**src/rtl/nn_pkg.sv**
```systemverilog
// Shared types and constants for the neuron accumulator datapath.
package nn_pkg;
  typedef enum logic [1:0] {ACCUM, FINISH, HOLD} state_t;
  typedef logic signed [7:0]  int8_t;
  typedef logic signed [15:0] int16_t;
  localparam int INT8_MIN = -128;
  localparam int INT8_MAX = 127;
endpackage

```
**src/rtl/requant_relu_sat.sv**
```systemverilog
// Combinational requantization: arithmetic shift, optional ReLU, int8 saturation.
module requant_relu_sat
  import nn_pkg::*;
#(
  parameter int ACC_W = 24,
  parameter int SHIFT = 7,
  parameter int RELU  = 1
) (
  input  logic signed [ACC_W-1:0] s,
  output int8_t                   q
);
  localparam logic signed [ACC_W-1:0] HI = ACC_W'(INT8_MAX);
  localparam logic signed [ACC_W-1:0] LO = ACC_W'(INT8_MIN);

  logic signed [ACC_W-1:0] sh;
  logic signed [ACC_W-1:0] act;

  always_comb begin
    // >>> on a signed operand floors toward minus infinity
    sh  = s >>> SHIFT;
    act = sh;
    if (RELU != 0 && sh < 0) act = '0;
    if (act > HI)      q = int8_t'(INT8_MAX);
    else if (act < LO) q = int8_t'(INT8_MIN);
    else               q = act[7:0];
  end
endmodule

```
**src/rtl/neuron_accum.sv**
```systemverilog
// Single neuron: accumulates N_INPUTS products, adds bias, requantizes, holds result.
module neuron_accum
  import nn_pkg::*;
#(
  parameter int N_INPUTS = 8,
  parameter int ACC_W    = 24,
  parameter int SHIFT    = 7,
  parameter int RELU     = 1
) (
  input  logic   clk,
  input  logic   rst,
  input  logic   in_valid,
  output logic   in_ready,
  input  int16_t product,
  input  int16_t bias,
  output logic   out_valid,
  input  logic   out_ready,
  output int8_t  y
);
  localparam int CNT_W = $clog2(N_INPUTS + 1);

  generate
    if (N_INPUTS < 1 || N_INPUTS > 256) begin : g_bad_n
      $error("neuron_accum: N_INPUTS out of range 1..256");
    end
    if (ACC_W < 16 + $clog2(N_INPUTS) + 1) begin : g_bad_w
      $error("neuron_accum: ACC_W too narrow for N_INPUTS");
    end
  endgenerate

  state_t                  state, state_nxt;
  logic signed [ACC_W-1:0] acc;
  logic signed [ACC_W-1:0] sum;
  logic [CNT_W-1:0]        count;
  int8_t                   q;
  logic                    accept;
  logic                    last;

  assign in_ready  = (state == ACCUM) && !rst;
  assign out_valid = (state == HOLD);
  assign accept    = in_valid && in_ready;
  assign last      = (count == CNT_W'(N_INPUTS - 1));
  assign sum       = acc + {{(ACC_W-16){bias[15]}}, bias};

  always_ff @(posedge clk) begin
    if (rst) state <= ACCUM;
    else     state <= state_nxt;
  end

  always_comb begin
    state_nxt = state;
    case (state)
      ACCUM:   if (accept && last) state_nxt = FINISH;
      FINISH:  state_nxt = HOLD;
      HOLD:    if (out_ready) state_nxt = ACCUM;
      default: state_nxt = ACCUM;
    endcase
  end

  // y is only written in FINISH, so it keeps the last result after the handshake
  always_ff @(posedge clk) begin
    if (rst) begin
      acc   <= '0;
      count <= '0;
      y     <= '0;
    end else begin
      case (state)
        ACCUM: if (accept) begin
          acc   <= acc + {{(ACC_W-16){product[15]}}, product};
          count <= count + CNT_W'(1);
        end
        FINISH: y <= q;
        HOLD: if (out_ready) begin
          acc   <= '0;
          count <= '0;
        end
        default: ;
      endcase
    end
  end

  requant_relu_sat #(.ACC_W(ACC_W), .SHIFT(SHIFT), .RELU(RELU)) u_rq (
    .s (sum),
    .q (q)
  );
endmodule
```
**config.mk**
```make
export PLATFORM = sky130hd
export DESIGN_NAME = neuron_accum
export DESIGN_NICKNAME = d
export VERILOG_FILES = /design/src/rtl/nn_pkg.sv /design/src/rtl/requant_relu_sat.sv /design/src/rtl/neuron_accum.sv
export SDC_FILE = /design/constraint.sdc
export NUM_CORES = 1
export LEC_CHECK = 0
export CORE_MARGIN = 5
export CORE_UTILIZATION = 51
export DETAILED_ROUTE_END_ITERATION = 8
export PLACE_DENSITY_LB_ADDON = 0.08
export SLEW_MARGIN = 20
export SYNTH_ARGS = -nofsm -noshare
export SYNTH_HDL_FRONTEND = slang
export SYNTH_SLANG_ARGS = --single-unit
export TNS_END_PERCENT = 1
```
**constraint.sdc**
```tcl
create_clock -name clk -period 3.1 [get_ports clk]
set_input_delay 0.62 -clock clk [delete_from_list [all_inputs] [get_ports clk]]
set_output_delay 0.62 -clock clk [all_outputs]
set_load 0.005 [all_outputs]
```
After elaboration in Yosys (flattened, before gate mapping)
Index checks and enable logic that the tools add are counted.

Register bits: 38. Output and inout bits: 10. Logic and storage cells: 36.

Add/sub/neg operators: 3. $lt $le $gt $ge: 3. Equal/unequal tests: 6. Muxes and demuxes: 12. Reduce and logical (&&, ||, !) cells: 8.

Operators by type and width (number): $mux 24 (3); $add 24x24->24 (2); $pmux 24 s2 (1); $gt 24x8->1 const B (1); $lt 24x8->1 const B (1); $lt 17x1->1 const B (1); $mux 8 (2); $mux 4 (2); $pmux 4 s2 (1); $pmux 2 s3 (1); $add 4x1->4 const B (1); $eq 4x3->1 const B (1); $mux 2 (2); $ne 2x1->1 const B (2); $logic_and 1x1->1 (3); $reduce_and 3->1 (1); $eq 2x1->1 const B (1); $eq 2x2->1 const B (1); $logic_not 2->1 (1); $ne 2x2->1 const B (1); $reduce_and 2->1 (1); $reduce_bool 2->1 (1); $logic_not 1->1 (1).

Logic depth before layout (Yosys ltp)
Depth in word-level cells: 6. Depth in mapped cells: 11.

By module
From an unflattened synthesis, not the netlist that was laid out.

Cell total of the unflattened synthesis: 462. Area total of the unflattened synthesis: 3644.7 µm².

Modules (own cells, without submodules): neuron_accum (times used 1, cells an instance 444, area each 3520.9 µm², sequential area each 760.7 µm²); requant_relu_sat (times used 1, cells an instance 18, area each 123.9 µm², sequential area each 0.0 µm²).

Worst setup path before layout
No wires, ideal clock.

Path type: input port to flip-flop. From: input port product[0]. To: register acc[14]. Setup time: 0.117 ns. Arrival: 2.885 ns. Required time: 2.983 ns. Slack: 0.098 ns. Stages: 11. Path buffers: 0. Path through: ha_1 -> fa_1 -> a21o_1 -> a21oi_1 -> nor2_1 -> a21o_1 -> o21a_1 -> o21a_1 -> o21a_1 -> or3_1 -> a32o_1.

Cells in the longest elaborated chain, start to end: 3.

RTL lines: start: declaration (RTL line neuron_accum.sv:14) `input int16_t product,`; $add 24x24->24 (RTL line neuron_accum.sv:69) `acc <= acc + {{(ACC_W-16){product[15]}}, product};`; $mux 24 (RTL line neuron_accum.sv:68) `ACCUM: if (accept) begin`; $pmux 24 s2 (RTL line neuron_accum.sv:67) `case (state)`; end signal: assignment (RTL line neuron_accum.sv:69); end: declaration (RTL line neuron_accum.sv:32) `logic signed [ACC_W-1:0] acc;`.

No other way between the ends. The select of a mux whose other input is x is not followed. A chain may end at the register's enable or synchronous reset.

Worst setup path after layout
From: input port bias[1]. To: register y[5].

Cells in the longest elaborated chain, start to end: 6. Elaborated cells between the ends (all ways): 7.

RTL lines: start: declaration (RTL line neuron_accum.sv:15) `input int16_t bias,`; $add 24x24->24 (*) (RTL line neuron_accum.sv:43) `assign sum = acc + {{(ACC_W-16){bias[15]}}, bias};`; $lt 17x1->1 (RTL line requant_relu_sat.sv:22) `if (RELU != 0 && sh < 0) act = '0;`; $mux 24 (*) (RTL line requant_relu_sat.sv:22); $lt 24x8->1 (RTL line requant_relu_sat.sv:24) `else if (act < LO) q = int8_t'(INT8_MIN);`; $mux 8 (RTL line requant_relu_sat.sv:24); $mux 8 (*) (RTL line requant_relu_sat.sv:23) `if (act > HI) q = int8_t'(INT8_MAX);`; end signal: assignment (RTL line neuron_accum.sv:72) `FINISH: y <= q;`; end: declaration (RTL line neuron_accum.sv:18) `output int8_t y`.

Every way passes the cells marked *; elsewhere a longest branch is shown, timed or not.

==> metrics.cfg <==
[layout]
drive_above_1_share_pct=25.4
fin_util_pct=72.6
nets=634
antenna_cells=0
instances_no_fill=632
fillCellCount=538
finalInstanceArea_um2=4900
seq_area_um2=761
multiInputGateArea_um2=2810
syn2layout_area_growth_pct=38.8

[setup_path]
worst_path_max_delay_cell=clkdlybuf4s50_1
cp-end-kind=register
cp-start-kind=input pin
crit_path_cell_trace=clkdlybuf4s50_1 -> ha_1 -> a311oi_2 -> nor3_2 -> o21ai_2 -> buf_6 -> nand3_2 -> a221oi_2 -> mux2i_1 -> nand4_2 -> buf_6 -> nor3_2 -> nor3_1
path_max_fanout=7
arrival_ns=3.29
max_stage_delay_ns=0.41
worstSetupPathType=input pin to register
cp.required_ns=3.28

[synthesis]
ys_seq_area_share_pct=21.5
synth_cell_types=67
synth-seq-cells=38
yosys_warnings=0
synth_edf_count=0
syn_avg_cell_area_um2=8.12
synth-main-ff-cell=dfxtp_1
synth.most_common_cell=ha_1
syn_nets=518
async_reset_ff_share_pct=0
synthTopCellsByArea=dfxtp_1 (22%), ha_1 (16%), a21oi_1 (4.5%), nor2_1 (4.2%), xnor2_1 (4.2%)
synth_top_area_cell=dfxtp_1
synthesis.area_um2=3530
yosysTopAreaCellShare_pct=21.5
synth_common_cells=ha_1 (46), nor2_1 (40), dfxtp_1 (38)
synth_cells=435

[cts]
cts.sinks=38
cts_max_path_buffers=2
clockRootBuffer=clkbuf_8
path_clk_slew_ns=0.08
cts_made_buffers=5
clock_latency_ns=0.29
htreeDepth=2
cts_tree=built

[status]
violations=setup timing
status=finished, violations left

[detailed_routing]
drc=0
vias=3606
via_per_inst=5.71
firstDrtPassIters=4
wire_per_inst_um=15.3
totalWireLength_mm=9.66
ant_nets=0
drt_iter0_markers=155

[grt]
grt-ovfl-total=0
antenna_found_initial=0
grtUsageMet2_pct=40.3
grt_pass1_wl_mm=16.0
grtUsageMet3_pct=2.74
grt_pass1_vias=3497
use_met1_pct=28.3
grt_max_degree=26
grt-busiest-layer=met2
grt_use_total_pct=22.6

[timing]
finalHoldViolCount=0
finalWorstSetupSlack_ns=-0.00444
hold_ws_ns=0.475
slew_headroom_pct=66.1
clock.fmax_ghz=0.322
slew_viol_final=0
worst_clock_skew_ns=0.00536
rsz0062_at_grt=yes
finalSetupViolations=1
worst_pin_slew_ns=0.508
post-route-period-util_pct=100
post-route-min-period_ns=3.10

[run]
maxCapViolCount=0

[place]
place_area_um2=4590
dp.cells=622
hpwl_mm=7.78
globalplace.congestion=0.875
io_buffer_count=45

[power]
power_uw=1920
powerDensity_nw_per_um2=392
power_leakage_uw=0.00223
irDropWorstVdd_uv=174

[die]
core_um2=6760
start_util_pct=52.3
die_w_um=93.2
pin_count=46
die_h_um=93.2
dieArea_um2=8690
num_rows=30

[worst_hold_path]
min_path_type=register to register

==> registers in the layout, indices dropped and copies added, names as in the netlist <==
signal,count
state,2
count,4
acc,24
y,8
==> logic make-up (layout without fill, tap and decap cells) <==
| family | count (synthesis) | count (layout) | share of synthesized area, % |
|---|---|---|---|
| AOI/OAI and AO/OA | 141 | 141 | 28.8 |
| DFF | 38 | 38 | 21.5 |
| buffers and inverters | 26 | 143 | 3.33 |
| and+or+nand+nor | 151 | 151 | 21.3 |
| xor gates and xnor gates | 25 | 25 | 6.20 |
| adders and majority gates | 47 | 47 | 16.9 |
| muxes | 7 | 7 | 2.02 |
==> power breakdown <==
group | internal, uW | leakage [uW] | switching (uW)
registers | 519 | 0.000310 | 34.4
logic | 433 | 0.00184 | 413
clock network | 343 | 0.0000714 | 180
total | 1290 | 0.00223 | 627
==> repair_timing <==
item	4_1_cts	5_1_grt
gates resized for setup	4	35
setup buffers	0	2
pin swaps	0	11
hold endpoints to repair	0	0
hold buffers	0	0
endpoints found under the setup margin	8	14
==> metal layers <==
metal	vias to the layer above	wire, um	part of all wire, %
met5	-	0	0
met4	0	97	1.0
met3	7	314	3.3
met2	63	4830	50
met1	1685	4420	46
li1	1851	-	-
==> area by class of cell <==
cell class,instances,area share [%]
clock inverter,2,1.22
multi-input combinational,371,57.2
tap,80,2.04
clock buffer,6,1.68
timing repair buffer,124,21.5
sequential,38,15.5
inverter,11,0.842
==> path summary, 6_finish.rpt <==
check / start / to / slack (ns) / depth (start not counted)
max: bias[1] / y[5] / -0.004 / 13
min: acc[21] / acc[21] / 0.47 / 2
min reg2reg: acc[21] / acc[21] / 0.47 / 2
max reg2reg: acc[1] / y[5] / 0.29 / 12
==> placed cells by master (no fill, tap or decap), drive strengths merged, types with 11 or more instances in the layout <==
master	netlist	final
a21o	14	14
o21ai	21	21
a21oi	34	34
dfxtp	38	38
ha	46	46
nand2	34	34
buf	4	79
nor3	27	27
o21a	13	13
inv	11	11
a22oi	12	12
clkdlybuf4s50	0	44
nor2	40	40
xnor2	17	17
==> worst max-delay path: cells and delay by family <==
| family | cells | cell delay, ns |
|---|---|---|
| AOI/OAI and AO/OA | 3 | 0.78 |
| buffers and inverters | 3 | 0.72 |
| and+or+nand+nor | 5 | 0.54 |
| muxes | 1 | 0.34 |
| adders and majority gates | 1 | 0.29 |
==> per-stage QoR <==
step	worst slack (ns)	setup TNS, ns
2_1_floorplan	0.0975	0
3_3_place_gp	-0.335	-3.43
3_5_place_dp	-0.393	-4.26
4_1_cts	0.000109	0
5_1_grt	-0.104	-0.415
6_report	-0.00444	-0.00444
No activity file was read; power rests on OpenSTA's default activity.
